$ cat config.mk
export PLATFORM = sky130hd
export DESIGN_NAME = uart_rx_param_flat
export DESIGN_NICKNAME = d
export VERILOG_FILES = /design/src/rtl/uart_pkg.sv /design/src/rtl/uart_rx_param_if.sv /design/src/rtl/uart_sync2.sv /design/src/rtl/uart_rx_param.sv /design/src/flat_wrapper.sv
export SDC_FILE = /design/constraint.sdc
export NUM_CORES = 1
export LEC_CHECK = 0
export ABC_AREA = 1
export ABC_CLOCK_PERIOD_IN_PS = 4200
export CAP_MARGIN = 20
export CORE_MARGIN = 2
export CORE_UTILIZATION = 40
export DETAILED_ROUTE_END_ITERATION = 8
export PLACE_DENSITY_LB_ADDON = 0.1
export SLEW_MARGIN = 20
export SYNTH_ARGS = -nofsm -noshare
export SYNTH_HDL_FRONTEND = slang
export SYNTH_HIERARCHICAL = 1
export SYNTH_SLANG_ARGS = --single-unit
$ cat constraint.sdc
create_clock -name i_Clock -period 4.2 [get_ports i_Clock]
set_input_delay 0.84 -clock i_Clock [delete_from_list [all_inputs] [get_ports i_Clock]]
set_output_delay 0.84 -clock i_Clock [all_outputs]
set_load 0.03 [all_outputs]
$ cat src/rtl/uart_pkg.sv
// -----------------------------------------------------------------------------
// uart_pkg
// Shared definitions for the parameterised UART receiver:
//   - receiver FSM state encoding (rx_state_t)
//   - parity-mode constants (PAR_NONE / PAR_EVEN / PAR_ODD)
//   - minimum usable bit period
//   - small combinational helpers (parity check, 3-input majority)
// No ports (package).
// -----------------------------------------------------------------------------
package uart_pkg;

    typedef enum logic [2:0] {
        ST_IDLE       = 3'd0,
        ST_START      = 3'd1,
        ST_DATA       = 3'd2,
        ST_PARITY     = 3'd3,
        ST_STOP       = 3'd4,
        ST_BREAK_WAIT = 3'd5
    } rx_state_t;

    localparam logic [1:0] PAR_NONE = 2'd0;
    localparam logic [1:0] PAR_EVEN = 2'd1;
    localparam logic [1:0] PAR_ODD  = 2'd2;

    // Shortest bit period the sampler can handle (three-sample window + margin).
    localparam int unsigned MIN_CPB = 4;

    // Mode 3 is reserved and behaves like "no parity".
    function automatic logic parity_enabled(input logic [1:0] mode);
        logic en;
        case (mode)
            PAR_EVEN: en = 1'b1;
            PAR_ODD:  en = 1'b1;
            default:  en = 1'b0;
        endcase
        return en;
    endfunction

    // data_xor is the XOR of all received data bits.
    function automatic logic parity_error(input logic [1:0] mode,
                                          input logic       data_xor,
                                          input logic       par_bit);
        logic sum;
        logic err;
        sum = data_xor ^ par_bit;
        case (mode)
            PAR_EVEN: err = sum;
            PAR_ODD:  err = ~sum;
            default:  err = 1'b0;
        endcase
        return err;
    endfunction

    function automatic logic majority3(input logic a, input logic b, input logic c);
        return (a & b) | (a & c) | (b & c);
    endfunction

endpackage

$ cat src/rtl/uart_rx_param_if.sv
// -----------------------------------------------------------------------------
// uart_rx_param_if
// Receive-side result bus of the UART receiver.
//   o_RX_DV       one-cycle pulse, frame complete
//   o_RX_Data     received word (DATA_BITS wide)
//   o_Parity_Err  parity error of last frame
//   o_Frame_Err   stop-bit error of last frame
//   o_Break       last frame was a break
//   o_Busy        receiver not idle
// modport master : driven by the receiver
// modport slave  : consumer of received words
// -----------------------------------------------------------------------------
interface uart_rx_param_if #(
    parameter int DATA_BITS = 8
);
    logic                 o_RX_DV;
    logic [DATA_BITS-1:0] o_RX_Data;
    logic                 o_Parity_Err;
    logic                 o_Frame_Err;
    logic                 o_Break;
    logic                 o_Busy;

    modport master (
        output o_RX_DV,
        output o_RX_Data,
        output o_Parity_Err,
        output o_Frame_Err,
        output o_Break,
        output o_Busy
    );

    modport slave (
        input o_RX_DV,
        input o_RX_Data,
        input o_Parity_Err,
        input o_Frame_Err,
        input o_Break,
        input o_Busy
    );
endinterface

$ cat src/rtl/uart_sync2.sv
// -----------------------------------------------------------------------------
// uart_sync2
// 1-bit two-flop synchroniser for the asynchronous serial line.
// Resets to 1 so a reset never looks like a start bit.
//   i_Clock  clock
//   i_Reset  synchronous active-high reset
//   i_D      asynchronous input
//   o_Q      synchronised output
// -----------------------------------------------------------------------------
module uart_sync2 (
    input  logic i_Clock,
    input  logic i_Reset,
    input  logic i_D,
    output logic o_Q
);
    logic r_meta;
    logic r_sync;

    // Two-stage capture of the raw line.
    always_ff @(posedge i_Clock) begin
        if (i_Reset) begin
            r_meta <= 1'b1;
            r_sync <= 1'b1;
        end else begin
            r_meta <= i_D;
            r_sync <= r_meta;
        end
    end

    assign o_Q = r_sync;
endmodule

$ cat src/rtl/uart_rx_param.sv
// -----------------------------------------------------------------------------
// uart_rx_param
// Parameterised UART receiver: start detect with false-start rejection,
// DATA_BITS data bits LSB first, optional even/odd parity, one or two stop
// bits, break detection.
//   Parameters: DATA_BITS (5..9), CNT_W (bit-period counter width)
//   i_Clock         clock, rising edge
//   i_Reset         synchronous active-high reset
//   i_Clks_Per_Bit  clocks per bit (values below 4 act as 4)
//   i_Parity_Mode   0 none, 1 even, 2 odd, 3 none
//   i_Two_Stop      expect two stop bits
//   i_RX_Serial     asynchronous serial line, idle high
//   rx_bus          result bus (uart_rx_param_if.master)
// Build option: define UART_RX_MAJORITY_EN to take each sample as the majority
// of the synchronised line over the three cycles ending at the sample point.
// -----------------------------------------------------------------------------
module uart_rx_param
    import uart_pkg::*;
#(
    parameter int DATA_BITS = 8,
    parameter int CNT_W     = 16
) (
    input  logic             i_Clock,
    input  logic             i_Reset,
    input  logic [CNT_W-1:0] i_Clks_Per_Bit,
    input  logic [1:0]       i_Parity_Mode,
    input  logic             i_Two_Stop,
    input  logic             i_RX_Serial,
    uart_rx_param_if.master  rx_bus
);
    localparam int BIT_W = $clog2(DATA_BITS + 1);

    logic                 w_sync;
    logic                 w_bit;
    logic [CNT_W-1:0]     w_cpb_eff;
    logic [CNT_W-1:0]     w_last;
    logic [CNT_W-1:0]     w_half;
    logic                 w_sample;

    rx_state_t            r_state;
    logic [CNT_W-1:0]     r_cnt;
    logic [CNT_W-1:0]     r_cpb;
    logic [1:0]           r_par_mode;
    logic                 r_two;
    logic [BIT_W-1:0]     r_bit_idx;
    logic                 r_stop_idx;
    logic [DATA_BITS-1:0] r_shift;
    logic                 r_par_acc;
    logic                 r_all_zero;
    logic                 r_perr_acc;
    logic                 r_ferr_acc;

    logic                 r_dv;
    logic [DATA_BITS-1:0] r_data;
    logic                 r_perr;
    logic                 r_ferr;
    logic                 r_break;
    logic                 r_busy;

    uart_sync2 u_sync (
        .i_Clock (i_Clock),
        .i_Reset (i_Reset),
        .i_D     (i_RX_Serial),
        .o_Q     (w_sync)
    );

`ifdef UART_RX_MAJORITY_EN
    logic [1:0] r_hist;

    // Last two synchronised line values; with the current one they form the vote window.
    always_ff @(posedge i_Clock) begin
        if (i_Reset) begin
            r_hist <= 2'b11;
        end else begin
            r_hist <= {r_hist[0], w_sync};
        end
    end

    assign w_bit = majority3(r_hist[1], r_hist[0], w_sync);
`else
    assign w_bit = w_sync;
`endif

    assign w_cpb_eff = (i_Clks_Per_Bit < CNT_W'(MIN_CPB)) ? CNT_W'(MIN_CPB) : i_Clks_Per_Bit;
    assign w_last    = r_cpb - {{(CNT_W-1){1'b0}}, 1'b1};
    assign w_half    = w_last >> 1;
    // Counter restarts at 0 after each sample, so reaching CPB-1 means CPB clocks elapsed.
    assign w_sample  = (r_cnt == w_last);

    // Receiver FSM with registered result outputs.
    always_ff @(posedge i_Clock) begin
        if (i_Reset) begin
            r_state    <= ST_IDLE;
            r_cnt      <= {CNT_W{1'b0}};
            r_cpb      <= CNT_W'(MIN_CPB);
            r_par_mode <= PAR_NONE;
            r_two      <= 1'b0;
            r_bit_idx  <= {BIT_W{1'b0}};
            r_stop_idx <= 1'b0;
            r_shift    <= {DATA_BITS{1'b0}};
            r_par_acc  <= 1'b0;
            r_all_zero <= 1'b1;
            r_perr_acc <= 1'b0;
            r_ferr_acc <= 1'b0;
            r_dv       <= 1'b0;
            r_data     <= {DATA_BITS{1'b0}};
            r_perr     <= 1'b0;
            r_ferr     <= 1'b0;
            r_break    <= 1'b0;
            r_busy     <= 1'b0;
        end else begin
            r_dv <= 1'b0;
            case (r_state)
                ST_IDLE: begin
                    r_cnt <= {CNT_W{1'b0}};
                    if (!w_sync) begin
                        // Configuration is frozen for the whole frame.
                        r_cpb      <= w_cpb_eff;
                        r_par_mode <= i_Parity_Mode;
                        r_two      <= i_Two_Stop;
                        r_state    <= ST_START;
                        r_busy     <= 1'b1;
                    end else begin
                        r_busy <= 1'b0;
                    end
                end

                ST_START: begin
                    if (r_cnt == w_half) begin
                        r_cnt <= {CNT_W{1'b0}};
                        if (!w_bit) begin
                            r_state    <= ST_DATA;
                            r_bit_idx  <= {BIT_W{1'b0}};
                            r_stop_idx <= 1'b0;
                            r_par_acc  <= 1'b0;
                            r_all_zero <= 1'b1;
                            r_perr_acc <= 1'b0;
                            r_ferr_acc <= 1'b0;
                        end else begin
                            // Line went back high: glitch, not a start bit.
                            r_state <= ST_IDLE;
                            r_busy  <= 1'b0;
                        end
                    end else begin
                        r_cnt <= r_cnt + {{(CNT_W-1){1'b0}}, 1'b1};
                    end
                end

                ST_DATA: begin
                    if (w_sample) begin
                        r_cnt      <= {CNT_W{1'b0}};
                        r_shift    <= {w_bit, r_shift[DATA_BITS-1:1]};
                        r_par_acc  <= r_par_acc ^ w_bit;
                        r_all_zero <= r_all_zero & ~w_bit;
                        r_bit_idx  <= r_bit_idx + {{(BIT_W-1){1'b0}}, 1'b1};
                        if (r_bit_idx == BIT_W'(DATA_BITS - 1)) begin
                            r_state <= parity_enabled(r_par_mode) ? ST_PARITY : ST_STOP;
                        end else begin
                            r_state <= ST_DATA;
                        end
                    end else begin
                        r_cnt <= r_cnt + {{(CNT_W-1){1'b0}}, 1'b1};
                    end
                end

                ST_PARITY: begin
                    if (w_sample) begin
                        r_cnt      <= {CNT_W{1'b0}};
                        r_perr_acc <= parity_error(r_par_mode, r_par_acc, w_bit);
                        r_all_zero <= r_all_zero & ~w_bit;
                        r_state    <= ST_STOP;
                    end else begin
                        r_cnt <= r_cnt + {{(CNT_W-1){1'b0}}, 1'b1};
                    end
                end

                ST_STOP: begin
                    if (w_sample) begin
                        r_cnt <= {CNT_W{1'b0}};
                        if (!r_stop_idx && r_all_zero && !w_bit) begin
                            // Everything low through the first stop bit: break condition.
                            r_dv    <= 1'b1;
                            r_data  <= {DATA_BITS{1'b0}};
                            r_perr  <= 1'b0;
                            r_ferr  <= 1'b1;
                            r_break <= 1'b1;
                            r_state <= ST_BREAK_WAIT;
                        end else if (!r_stop_idx && r_two) begin
                            r_ferr_acc <= ~w_bit;
                            r_stop_idx <= 1'b1;
                        end else begin
                            r_dv    <= 1'b1;
                            r_data  <= r_shift;
                            r_perr  <= r_perr_acc;
                            r_ferr  <= r_ferr_acc | ~w_bit;
                            r_break <= 1'b0;
                            r_state <= ST_IDLE;
                            r_busy  <= 1'b0;
                        end
                    end else begin
                        r_cnt <= r_cnt + {{(CNT_W-1){1'b0}}, 1'b1};
                    end
                end

                ST_BREAK_WAIT: begin
                    r_cnt <= {CNT_W{1'b0}};
                    if (w_sync) begin
                        r_state <= ST_IDLE;
                        r_busy  <= 1'b0;
                    end else begin
                        r_state <= ST_BREAK_WAIT;
                    end
                end

                default: begin
                    r_state <= ST_IDLE;
                    r_cnt   <= {CNT_W{1'b0}};
                    r_busy  <= 1'b0;
                end
            endcase
        end
    end

    assign rx_bus.o_RX_DV      = r_dv;
    assign rx_bus.o_RX_Data    = r_data;
    assign rx_bus.o_Parity_Err = r_perr;
    assign rx_bus.o_Frame_Err  = r_ferr;
    assign rx_bus.o_Break      = r_break;
    assign rx_bus.o_Busy       = r_busy;
endmodule

$ cat src/flat_wrapper.sv
// flat-port wrapper written by rule: the top's interface ports become plain ports
module uart_rx_param_flat import uart_pkg::*;
#(
    parameter int DATA_BITS = 8,
    parameter int CNT_W     = 16
)
  (i_Clock, i_Reset, i_Clks_Per_Bit, i_Parity_Mode, i_Two_Stop, i_RX_Serial, rx_bus_o_RX_DV, rx_bus_o_RX_Data, rx_bus_o_Parity_Err, rx_bus_o_Frame_Err, rx_bus_o_Break, rx_bus_o_Busy);
  uart_rx_param_if #(.DATA_BITS(DATA_BITS)) rx_bus_i ();
  input  logic i_Clock;
  input  logic i_Reset;
  input  logic [CNT_W-1:0] i_Clks_Per_Bit;
  input  logic [1:0] i_Parity_Mode;
  input  logic i_Two_Stop;
  input  logic i_RX_Serial;
  output wire logic [$bits(rx_bus_i.o_RX_DV)-1:0] rx_bus_o_RX_DV;
  output wire logic [$bits(rx_bus_i.o_RX_Data)-1:0] rx_bus_o_RX_Data;
  output wire logic [$bits(rx_bus_i.o_Parity_Err)-1:0] rx_bus_o_Parity_Err;
  output wire logic [$bits(rx_bus_i.o_Frame_Err)-1:0] rx_bus_o_Frame_Err;
  output wire logic [$bits(rx_bus_i.o_Break)-1:0] rx_bus_o_Break;
  output wire logic [$bits(rx_bus_i.o_Busy)-1:0] rx_bus_o_Busy;
  assign rx_bus_o_RX_DV = rx_bus_i.o_RX_DV;
  assign rx_bus_o_RX_Data = rx_bus_i.o_RX_Data;
  assign rx_bus_o_Parity_Err = rx_bus_i.o_Parity_Err;
  assign rx_bus_o_Frame_Err = rx_bus_i.o_Frame_Err;
  assign rx_bus_o_Break = rx_bus_i.o_Break;
  assign rx_bus_o_Busy = rx_bus_i.o_Busy;
  uart_rx_param #(.DATA_BITS(DATA_BITS), .CNT_W(CNT_W)) u_core (.i_Clock(i_Clock), .i_Reset(i_Reset), .i_Clks_Per_Bit(i_Clks_Per_Bit), .i_Parity_Mode(i_Parity_Mode), .i_Two_Stop(i_Two_Stop), .i_RX_Serial(i_RX_Serial), .rx_bus(rx_bus_i));
endmodule
# Yosys cells after proc, flatten, opt, wreduce, memory -nomap -nowiden
# Index checks and enable logic that the tools add are counted.
[word_totals] output_inout_bits=13 reg_bits=70 word_cells=137 inputBits=22
[op_classes] n_eq_ne=22 bitwise_logic=8 n_addsub=3 magnitude_cmp=1 n_reduce_logical=23 mux=60
[ops] cell="$mux 16" n=3
[ops] cell="$pmux 16 s2" n=1
[ops] cell="$mux 1" n=31
[ops] cell="$mux 3" n=10
[ops] cell="$pmux 3 s6" n=1
[ops] cell="$add 16x1->16 const B" n=1
[ops] cell="$eq 16x15->1" n=1
[ops] cell="$eq 16x16->1" n=1
[ops] cell="$lt 16x3->1 const B" n=1
[ops] cell="$mux 8" n=2
[ops] cell="$sub 16x1->16 const B" n=1
[ops] cell="$ne 2x1->1 const B" n=7
[ops] cell="$mux 4" n=3
[ops] cell="$pmux 1 s2" n=6
[ops] cell="$reduce_and 4->1" n=3
[ops] cell="$reduce_and 6->1" n=2
[ops] cell="$ne 2x2->1 const B" n=4
[ops] cell="$pmux 4 s2" n=1
[ops] cell="$reduce_bool 2->1" n=4
[ops] cell="$eq 3x2->1 const B" n=2
[ops] cell="$eq 3x3->1 const B" n=2
[ops] cell="$reduce_or 3->1" n=2
[ops] cell="$not 1->1" n=5
[ops] cell="$pmux 1 s5" n=1
[ops] cell="other kinds (17)" n=22

# Depth between registers and ports, before layout
# Gate-level depths: netlist (run 1).
[depth] word_depth=11 ltp_mapped=20 mapped_depth_nobuf=19

# Modules after synthesis
# Netlist (run 1), hierarchy kept.
[by_module_without_submodules] module="uart_rx_param" n_inst=1 area_per_inst_um2=4287.9 cells_each=632
[by_module_without_submodules] module="uart_sync2" n_inst=1 area_per_inst_um2=58.8 cells_each=7

# Least setup slack after synthesis (run 1)
# OpenSTA, ideal clock, no wires.
[synth_path] kind="flip-flop to flip-flop" start="register u_core.r_cpb[0]" end="register u_core.r_cnt[10]" stages_incl_launch_ff=18 setup_ns=0.120 setup_slack_ns=1.971 t_required_ns=4.080 t_arrival_ns=2.109 path_buffers=2 period_less_slack_ns=2.229 path_cell_list="dfxtp_1 -> inv_1 -> ha_1 -> clkbuf_2 -> nand2_2 -> nor2_4 -> nand2_2 -> nand2_1 -> nand2_1 -> nand2_2 -> nand4_2 -> nor2_4 -> nand2_4 -> nand2_4 -> nand2_4 -> o211ai_4 -> buf_12 -> nor2_4"
[synth_via] elab_chain_len=4 word_cells_on_any_way=6
[synth_lines] element="start: declaration" line_no="uart_rx_param.sv:42" text="logic [CNT_W-1:0] r_cpb;"
[synth_lines] element="start signal: assignment" line_no="uart_rx_param.sv:95" text="r_cpb <= CNT_W'(MIN_CPB);"
[synth_lines] element="start signal: assignment" line_no="uart_rx_param.sv:118" text="r_cpb <= w_cpb_eff;"
[synth_lines] element="$sub 16x1->16 *" line_no="uart_rx_param.sv:85" text="assign w_last = r_cpb - {{(CNT_W-1){1'b0}}, 1'b1};"
[synth_lines] element="$eq 16x16->1 / $eq 16x15->1 (equally long branches)" line_no="uart_rx_param.sv:88, uart_rx_param.sv:129"
[synth_lines] element="$mux 16 (on tied branches)"
[synth_lines] element="$pmux 16 s2 *" line_no="uart_rx_param.sv:113" text="case (r_state)"
[synth_lines] element="end signal: assignment" line_no="uart_rx_param.sv:151" text="r_cnt <= {CNT_W{1'b0}};"
[synth_lines] element="end signal: assignment" line_no="uart_rx_param.sv:168" text="r_cnt <= {CNT_W{1'b0}};"
[synth_lines] element="end signal: assignment" line_no="uart_rx_param.sv:179" text="r_cnt <= {CNT_W{1'b0}};"
[synth_lines] element="end: declaration" line_no="uart_rx_param.sv:41" text="logic [CNT_W-1:0] r_cnt;"
# Mark *: on every way between the ends. The rest lies on a longest branch, timed or not.
# A chain may end at the register's enable or synchronous reset.

# Worst setup path after layout (run 1)
[layout_path] start="register u_core.r_cpb[0]" end="register u_core.r_cnt[15]"
# The elaborated chain is that of the path after synthesis.

==> results of run 1 <==
-- worst min path at each step --
stage                                         to  depth (start not counted)
CTS                 u_core/u_sync/o_Q$_SDFF_PP1_                          2
floorplan           u_core/u_sync/o_Q$_SDFF_PP1_                          2
global placement    u_core/u_sync/o_Q$_SDFF_PP1_                          2
finish              u_core/u_sync/o_Q$_SDFF_PP1_                          2
detailed placement  u_core/u_sync/o_Q$_SDFF_PP1_                          2
global route        u_core/u_sync/o_Q$_SDFF_PP1_                          2
-- metal layers --
| metal | vias to the layer above | global-route usage [%] | part of all wire [%] |
|---|---|---|---|
| li1 | 2138 | - | - |
| met1 | 1842 | 25.8 | 47 |
| met2 | 85 | 34.2 | 48 |
| met3 | 10 | 4.64 | 3.4 |
| met4 | 0 | 5.77 | 1.5 |
| met5 | - | 0 | 0 |
-- cell usage in the layout (no fill, tap or decap), types with 3 or more instances in the layout --
| cell type | count |
|---|---|
| clkbuf_8 | 9 |
| clkinv_1 | 4 |
| nor2_2 | 7 |
| nor2_1 | 70 |
| clkdlybuf4s50_1 | 34 |
| nand4_1 | 12 |
| nand3_1 | 92 |
| o21ai_0 | 17 |
| nand2_2 | 11 |
| nand3_2 | 4 |
| o21ai_1 | 4 |
| a211oi_1 | 14 |
| ha_1 | 5 |
| nand2_4 | 6 |
| xnor2_1 | 3 |
| inv_6 | 3 |
| nor2_4 | 16 |
| o211ai_1 | 3 |
| a21oi_1 | 26 |
| nor3_1 | 4 |
| nand2_1 | 146 |
| xor2_1 | 15 |
| nor4_1 | 4 |
| inv_1 | 75 |
| dfxtp_1 | 70 |
-- logic make-up after synthesis --
group / Yosys count / share of synthesized area [%]
AO/OA/AOI/OAI: 69 / 9.56
XOR/XNOR: 19 / 4.00
adder cells (fa/ha/maj): 5 / 1.44
buffers and inverters: 94 / 8.75
flip-flops: 70 / 32.2
AND/OR/NAND/NOR: 382 / 44.0
-- cell type report --
type                    count  area share [%]
multi-input cells         475            51.2
clock buffers               9            2.47
flip-flops and latches     70            28.0
clock inverters             7            1.72
inverters                  80            6.00
well taps                 140            3.50
repair buffers             36            7.10
-- worst min-delay path, stage by stage, from the launching register on --
cell and delay [ps]:
dfxtp_1 320, inv_1 30, nand2_1 50
-- power by group --
part	internal (mW)	switching [mW]
clock	0.289	0.303
combinational	0.124	0.236
sequential	0.685	0.0222
-- through the flow --
step                      power [mW]  hold slack [ps]  setup slack [ps]  utilization, %
after floorplan                0.998              387              1970               -
after global placement          1.08              395              1500            44.8
after detailed placement        1.08              396              1420            44.8
after CTS                       1.68              420              1410            46.8
after global routing            1.76              451              1130            46.8
final                           1.66              418              1380            46.8
-- registers in the layout, indices dropped and copies added (netlist names), 2 cells and up --
signal / count
u_core/r_cnt: 16
u_core/r_cpb: 16
u_core/r_shift: 8
u_core/rx_bus.o_RX_Data: 8
u_core/r_bit_idx: 4
u_core/r_state: 3
u_core/r_par_mode: 2
==> results.toml, run 1 <==
[logic_synthesis]
syn_nets = 666
ys_seq_elements = 70
synth_top_area_share_pct = 32.2
ys_seq_area_share_pct = 32.2
synth_cells = 639
synth_commonest_cells = "nand2_1 (146), nand3_1 (92), inv_1 (75), dfxtp_1 (70), nor2_1 (70)"
synth_top_area_cell = "dfxtp_1"
yosys-top-cells-area = "dfxtp_1 (32%), nand2_1 (13%), nand3_1 (11%)"
synth_area_um2 = 4350
yosys_warnings = 6
synth_edf_count = 0
synth.most_common_cell = "nand2_1"
ys_types = 40
async_reset_ff_share_pct = 0
avgSynthCellArea_um2 = 6.80
ys.flop_type = "dfxtp_1"

[critical_path]
startpoint = "u_core/r_cpb[0]$_SDFFE_PP0P_"
path_class = "reg -> reg"
cp-start-kind = "flip-flop"
slowest_delay_ps = 370
r2r-end = "u_core/r_cnt[15]$_SDFF_PP0_"
cp.required_ps = 4420
cp-end-kind = "flip-flop"
cp_common_cell = "nand2_1"
crit_fanout = 16
cp_num_cells = 15
r2r_slack_ps = 1380
slowest_stage = "o211ai_4"
cp-endpoint = "u_core/r_cnt[15]$_SDFF_PP0_"
cp_cell_sequence = "inv_1 -> ha_1 -> nand2_2 -> o21ai_1 -> nand2_1 -> nand2_1 -> nand2_1 -> inv_1 -> nand3_1 -> nor2_1 -> nand2_1 -> nand2_4 -> nand2_4 -> o211ai_4 -> nor2_1"
cp_num_buf_inv = 2
critPathArrivalTime_ps = 3040
reg2reg_depth = 15
cpLargestDelayFamily = "simple AND/OR/NAND/NOR gates"
reg2reg_from = "u_core/r_cpb[0]$_SDFFE_PP0P_"

[layout]
multiInputGateArea_um2 = 2560
finalNonFillerCells = 817
fin_area_um2 = 5010
num-fill-cells = 1151
area.growth.synth_to_final_pct = 15.2
insertedDiodeCount = 0
drive_above_1_share_pct = 10.8
regArea_um2 = 1400
final_nets = 699

[clock_network]
ctsHoldBuffers = 0
clkLatencyLatePin_ps = 360
cts_buffer_depth = 2
tritoncts = "built"
cts_made_buffers = 9
clkTransAtPathRegs_ps = 90
cts_resized = 0
h-tree-depth = 3
cts-root-buf = "clkbuf_8"
post_cts_buffers = 0
cts.sinks = 70

[power_and_ir_drop]
leakage_nw = 2.05
p_per_area_nw_per_um2 = 332
vdd_ir_drop_max_uv = 188

[run_status]
status = "finished clean"

[die]
coreArea_um2 = 10700
start_util_pct = 40.6
die_y_um = 108
io_pins = 35
dieWidth_um = 108
dieArea_um2 = 11700
num_rows = 38

[sta]
fin_skew_ps = 15.9
maxSlewHeadroom_pct = 36.7
max_slew.worst_pin.slew_ps = 944
max_freq_mhz = 355
fin_crit_sh_pct = 67.0
min_period_ps = 2820
hold_viol_final = 0
rsz0062_at_grt = "false"
slew_viol_final = 0
finalSetupViolations = 0
finalSetupTns_ps = 0

[grt]
grt_use_total_pct = 20.2
grt-ovfl-total = 0
grt_pass1_wl_mm = 18.6
grt_pass1_vias = 3941
grt_max_degree = 38
antenna_found_initial = 0

[detailed_routing]
wl_per_cell_um = 13.4
drt-total-wl_mm = 10.9
via_count = 4075
via_per_inst = 4.99
drt_iter0_drc = 197
dr.pass1.iters = 5
detail-route-antenna-nets = 0
drc = 0

[min_path]
hp-start = "u_core/u_sync/r_meta$_SDFF_PP1_"
hp-class = "reg -> reg"

[job]
cap_viol_max_count = 0

[placement]
placed_cells = 801
port-buffer-count = 34
dp_hpwl_mm = 8.31
place_congestion = 0.906
dpl_cell_area_um2 = 4800
(Power assumes the default switching activity.)
==> inputs of run 2 (changes only) <==
--- a/config.mk
+++ b/config.mk
@@ -6,7 +6,7 @@
 export NUM_CORES = 1
 export LEC_CHECK = 0
 export ABC_AREA = 1
-export ABC_CLOCK_PERIOD_IN_PS = 4200
+export ABC_CLOCK_PERIOD_IN_PS = 2640
 export CAP_MARGIN = 20
 export CORE_MARGIN = 2
 export CORE_UTILIZATION = 40
==> constraint.sdc (replaced) <==
create_clock -name i_Clock -period 2.64 [get_ports i_Clock]
set_input_delay 0.528 -clock i_Clock [delete_from_list [all_inputs] [get_ports i_Clock]]
set_output_delay 0.528 -clock i_Clock [all_outputs]
set_load 0.03 [all_outputs]
==> run 2 against run 1 <==
Compared with the run above:
- clock-buffer cell count up 1
- design area up 2.6%
- total power up 66%
- core utilization up 1.2 points
- non-clock buffer count up 10
- combinational power up 68%
- sequential power up 58%
- sequential share of layout area down 0.72 points
- first-iteration DRC count down 20%
- die area unchanged
- global-route usage up 0.43 points
- critical path depth up 1
==> results.toml, run 2 (synthesized netlist as in run 1, its figures left out) <==
[layout]
fin_area_um2 = 5140
final_nets = 709
area.growth.synth_to_final_pct = 18.2
biggestRegsByFlops = "u_core/r_cnt x16, u_core/r_cpb x16"
insertedDiodeCount = 0
finalNonFillerCells = 827
drive_above_1_share_pct = 12.4
mostFrequentLayoutCells = "nand2_1 (146), nand3_1 (92), inv_1 (75)"
postLayoutCoreUtil_pct = 48.0
final_common_cell = "nand2_1"
num-fill-cells = 1115

[placement]
dpl_cell_area_um2 = 4880
place_congestion = 0.951
placed_cells = 810
port-buffer-count = 34
post-place-ws_ps = 98.6
dp_hpwl_mm = 8.59

[die]
coreArea_um2 = 10700
dieArea_um2 = 11700
die_y_um = 108
num_rows = 38
start_util_pct = 40.6
dieWidth_um = 108
io_pins = 35

[min_path]
whs_path_depth = 2
hp-class = "reg -> reg"

[run_status]
status = "finished clean"

[critical_path]
path_class = "reg -> reg"
cp_common_cell = "nand2_4"
critPathArrivalTime_ps = 2610
r2r_slack_ps = 290
cp_num_buf_inv = 2
cpLargestDelayFamily = "simple AND/OR/NAND/NOR gates"
slowest_stage = "dfxtp_1"
cp_cell_sequence = "inv_1 -> ha_4 -> nand2_2 -> nor2_4 -> nand3_2 -> nand2_2 -> nand2_1 -> nand2_1 -> nand3_2 -> nor2_4 -> nand2_4 -> nand2_4 -> nand2_4 -> o211ai_4 -> buf_4 -> nor2_1"
crit_fanout = 7
slowest_delay_ps = 330
cp-end-kind = "flip-flop"
reg2reg_depth = 16
cp_num_cells = 16
cp-start-kind = "flip-flop"
cp.required_ps = 2900

[detailed_routing]
wl_per_cell_um = 13.4
via_per_inst = 5.07
via_count = 4190
dr.pass1.iters = 5
detail-route-antenna-nets = 0
drt_iter0_drc = 157
drc = 0
drt-total-wl_mm = 11.1

[clock_network]
tritoncts = "built"
cts-root-buf = "clkbuf_8"
cts.sinks = 70
cts_buffer_depth = 2
h-tree-depth = 3
cts_made_buffers = 9
clkTransAtPathRegs_ps = 80
ctsHoldBuffers = 0
clkLatencyLatePin_ps = 370

[grt]
grt_use_total_pct = 20.6
grt_pass1_vias = 4007
grt-ovfl-total = 0
antenna_found_initial = 0
grt_pass1_wl_mm = 18.7
grt_max_degree = 27

[power_and_ir_drop]
p_per_area_nw_per_um2 = 537
leakage_nw = 2.11
power.total_mw = 2.76
vdd_ir_drop_max_uv = 310

[sta]
fin_skew_ps = 11.0
setup_slack_ps = 286
hold_viol_final = 0
fin_worst_hold_slack_ps = 418
slew_viol_final = 0
max_slew.worst_pin.slew_ps = 651
fin_crit_sh_pct = 89.1
finalSetupViolations = 0
rsz0062_at_grt = "false"
max_freq_mhz = 425
finalSetupTns_ps = 0
maxSlewHeadroom_pct = 56.5
min_period_ps = 2350

[job]
cap_viol_max_count = 0
[run 2: cell count changes in the layout (fill, tap and decap cells not counted), moves of 2 or more]
cell	delta
buf_4	+9
clkinv_4	+2
inv_6	-2
inv_8	-2
[run 2: repair_timing]
item / in CTS / in global routing
endpoints found under the setup margin: 0 / 44
buffers inserted: 0 / 1
resized for setup: 0 / 4
[run 2: worst register-to-register path, cell delays in order, from the launching register on]
cell and delay (ps):
dfxtp_1 330, inv_1 120, ha_4 190, nand2_2 120, nor2_4 180, nand3_2 130
nand2_2 140, nand2_1 60, nand2_1 70, nand3_2 90, nor2_4 190, nand2_4 110
nand2_4 100, nand2_4 50, o211ai_4 100, buf_4 220, nor2_1 50
[run 2: final cells by class]
type	instances	area, µm²	area share (%)
Multi-Input combinational cell	475	2590	50.4
Sequential cell	70	1400	27.3
Timing Repair Buffer	46	443	8.62
Inverter	80	300	5.84
Tap cell	140	175	3.41
Clock buffer	10	138	2.68
Clock inverter	6	93.8	1.83
[run 2: where the power goes]
part	switching (mW)	total [mW]	internal [mW]
registers	0.0348	1.12	1.09
clock network	0.462	1.03	0.564
logic	0.385	0.608	0.222
total	0.882	2.76	1.88
[run 2: layer usage]
metal	track usage [%]	wire length, µm	up-vias
met5	0	0	-
met4	10.8	325	0
met3	3.56	410	21
met2	34.2	5280	88
met1	25.6	5090	1919
li1	-	-	2162
[run 2: worst paths after layout]
kind / startpoint / end
setup / recovery: u_core/r_cpb[1]$_SDFFE_PP0P_ / u_core/r_cnt[0]$_SDFF_PP0_
hold / removal: u_core/u_sync/r_meta$_SDFF_PP1_ / u_core/u_sync/o_Q$_SDFF_PP1_
setup reg to reg: u_core/r_cpb[1]$_SDFFE_PP0P_ / u_core/r_cnt[0]$_SDFF_PP0_
hold reg to reg: u_core/u_sync/r_meta$_SDFF_PP1_ / u_core/u_sync/o_Q$_SDFF_PP1_
==> inputs of run 3 (changes only) <==
--- a/config.mk
+++ b/config.mk
@@ -10,10 +10,10 @@
 export CAP_MARGIN = 20
 export CORE_MARGIN = 2
 export CORE_UTILIZATION = 40
+export CTS_BUF_LIST = sky130_fd_sc_hd__clkbuf_16
 export DETAILED_ROUTE_END_ITERATION = 8
 export PLACE_DENSITY_LB_ADDON = 0.1
 export SLEW_MARGIN = 20
 export SYNTH_ARGS = -nofsm -noshare
 export SYNTH_HDL_FRONTEND = slang
-export SYNTH_HIERARCHICAL = 1
 export SYNTH_SLANG_ARGS = --single-unit
==> run 3 against run 2 <==
Compared with the run above:
- hold slack worse by 10 ps
- die area is 1.9% lower
- largest power group is now combinational cells
- critical path type unchanged
- via count is 4.0% higher
- register-to-register slack worse by 96 ps
- critical endpoint is now u_core.r_all_zero$_SDFFE_PP1P_
- largest cell class unchanged
- highest routed layer unchanged
- non-clock buffer count is 1 higher
- setup slack worse by 96 ps
- clock-buffer cell count is 1 lower
==> results.toml, run 3 <==
[logic_synthesis]
avgSynthCellArea_um2 = 6.53
synth_top_area_cell = "dfxtp_1"
ys_types = 33
ys.flop_type = "dfxtp_1"
synth_area_um2 = 4260
synth.most_common_cell = "nand2_1"
ys_seq_elements = 70
yosys-top-cells-area = "dfxtp_1 (33%), nand2_1 (14%), nand3_1 (11%)"
async_reset_ff_share_pct = 0
synth_edf_count = 0
synth_top_area_share_pct = 32.9
yosys_warnings = 0
syn_nets = 679
ys_seq_area_share_pct = 32.9
synth_commonest_cells = "nand2_1 (158), nand3_1 (96), dfxtp_1 (70), nor2_1 (67), inv_1 (65)"
synth_cells = 652

[placement]
port-buffer-count = 34
place_congestion = 0.915
dp_hpwl_mm = 9.53
placed_cells = 819

[detailed_routing]
drt_iter0_drc = 168
via_count = 4356
drc = 0
dr.pass1.iters = 6
wl_per_cell_um = 14.4
drt-total-wl_mm = 12.0
via_per_inst = 5.22
detail-route-antenna-nets = 0

[run_status]
status = "finished clean"

[clock_network]
post_cts_buffers = 0
cts_buffer_depth = 2
tritoncts = "built"
ctsHoldBuffers = 0
cts_resized = 0
h-tree-depth = 3
cts.sinks = 70
cts_made_buffers = 9
cts-root-buf = "clkbuf_16"
clkTransAtPathRegs_ps = 70
clkLatencyLatePin_ps = 340

[layout]
area.growth.synth_to_final_pct = 20.4
biggestRegsByFlops = "u_core.r_cnt x16, u_core.r_cpb x16"
final_nets = 721
insertedDiodeCount = 0
final_common_cell = "nand2_1"
num-fill-cells = 1059
drive_above_1_share_pct = 10.6
mostFrequentLayoutCells = "nand2_1 (158), nand3_1 (95), dfxtp_1 (70)"
finalNonFillerCells = 835

[power_and_ir_drop]
p_per_area_nw_per_um2 = 758
vdd_ir_drop_max_uv = 440
swShare_pct = 41.4
clkPwrFrac_pct = 30.6
share_comb_of_total_power_pct = 38.2
p_sw_mw = 1.61
internal_power_mw = 2.28
leakage_nw = 2.16
seq_power_share_pct = 31.2

[die]
die_y_um = 107
io_pins = 35
start_util_pct = 41.3
coreArea_um2 = 10300
dieWidth_um = 107
num_rows = 37
dieArea_um2 = 11500

[grt]
grt_max_degree = 24
grt_use_total_pct = 22.3
grt_pass1_vias = 4228
grt-ovfl-total = 0
grt_pass1_wl_mm = 20.0
antenna_found_initial = 0

[critical_path]
cp_cell_sequence = "inv_1 -> ha_4 -> nand2_2 -> nor2_2 -> nand2_1 -> nand2_1 -> nand3_1 -> nand2_1 -> nand2_1 -> nor2_2 -> nand3_2 -> o21ai_0 -> nand2_1 -> nand2_1 -> nand3_1"
slowest_stage = "dfxtp_1"
critPathArrivalTime_ps = 2660
slowest_delay_ps = 330
cp.required_ps = 2850
path_class = "reg -> reg"
cp_common_cell = "nand2_1"
crit_fanout = 8
cp-end-kind = "flip-flop"
cp-start-kind = "flip-flop"

[sta]
finalSetupViolations = 0
fin_skew_ps = 11.0
rsz0062_at_grt = "false"
max_freq_mhz = 408
slew_viol_final = 0
finalSetupTns_ps = 0
maxSlewHeadroom_pct = 56.3
hold_viol_final = 0
max_slew.worst_pin.slew_ps = 651
fin_worst_hold_slack_ps = 408
fin_crit_sh_pct = 92.8
min_period_ps = 2450

[job]
cap_viol_max_count = 0

[min_path]
hp-class = "reg -> reg"
-- run 3: changes by cell type in the layout (fill, tap and decap cells not counted), moves of 8 or more --
cell	before	now
a211oi_1	14	28
nand2_1	146	158
nor2_4	16	5
clkbuf_8	10	0
inv_1	75	65
clkbuf_16	0	9
o21ai_0	17	25
-- run 3: cells by family (layout without fill, tap and decap cells) --
| group | Yosys count | after routing | share of synthesized area [%] |
|---|---|---|---|
| AO/OA/AOI/OAI | 93 | 93 | 12.6 |
| XOR/XNOR | 17 | 17 | 3.49 |
| flip-flops | 70 | 70 | 32.9 |
| AND/OR/NAND/NOR | 381 | 381 | 41.5 |
| adder cells (fa/ha/maj) | 5 | 5 | 1.47 |
| buffers and inverters | 86 | 133 | 8.02 |
-- run 3: metal layers --
metal	track usage [%]	part of all wire [%]	vias to the layer above
li1	-	-	2245
met1	28.1	46	1991
met2	37.8	47	97
met3	3.22	4.2	23
met4	9.37	2.7	0
met5	0	0	-
-- run 3: layout make-up --
| type | count | area [µm²] | share of cell area (%) |
|---|---|---|---|
| clock buffer | 9 | 225 | 4.39 |
| inverter | 70 | 265 | 5.17 |
| tap | 136 | 170 | 3.32 |
| multi-input combinational | 496 | 2550 | 49.8 |
| clock inverter | 7 | 63.8 | 1.24 |
| sequential | 70 | 1400 | 27.3 |
| timing repair buffer | 47 | 450 | 8.78 |
-- run 3: power by group through the flow --
stage               logic, mW  clock network [mW]  registers [mW]
floorplan                1.05                   0            1.22
global placement         1.43                   0            1.23
detailed placement       1.45                   0            1.24
CTS                      1.45                1.21            1.21
global route             1.67                1.26            1.22
finish                   1.48                1.19            1.21
-- run 3: stage by stage --
stage / worst slack (ps) / power (mW) / area (µm²) / utilization (%)
floorplan: 490 / 2.26 / 4260 / -
global placement: 128 / 2.66 / 4800 / 46.5
detailed placement: 88.0 / 2.68 / 4800 / 46.5
CTS: 60.1 / 3.88 / 5090 / 49.3
global route: 10.4 / 4.15 / 5130 / 49.7
finish: 190 / 3.88 / 5130 / 49.7
-- run 3: worst paths after layout --
check / start / to / slack (ps) / cells after the start
min: u_core.u_sync.r_meta$_SDFF_PP1_ / u_core.u_sync.o_Q$_SDFF_PP1_ / 410 / 1
min reg2reg: u_core.u_sync.r_meta$_SDFF_PP1_ / u_core.u_sync.o_Q$_SDFF_PP1_ / 410 / 1
max: u_core.r_cpb[1]$_SDFFE_PP0P_ / u_core.r_all_zero$_SDFFE_PP1P_ / 190 / 15
max reg2reg: u_core.r_cpb[1]$_SDFFE_PP0P_ / u_core.r_all_zero$_SDFFE_PP1P_ / 190 / 15
-- run 3: critical path, delay by kind of cell (launching register included) --
kind,cells,cell delay [ps]
buf+inv,1,130
simple gates,12,1350
fa+ha+maj,1,200
compound gates,1,320
flops,1,330
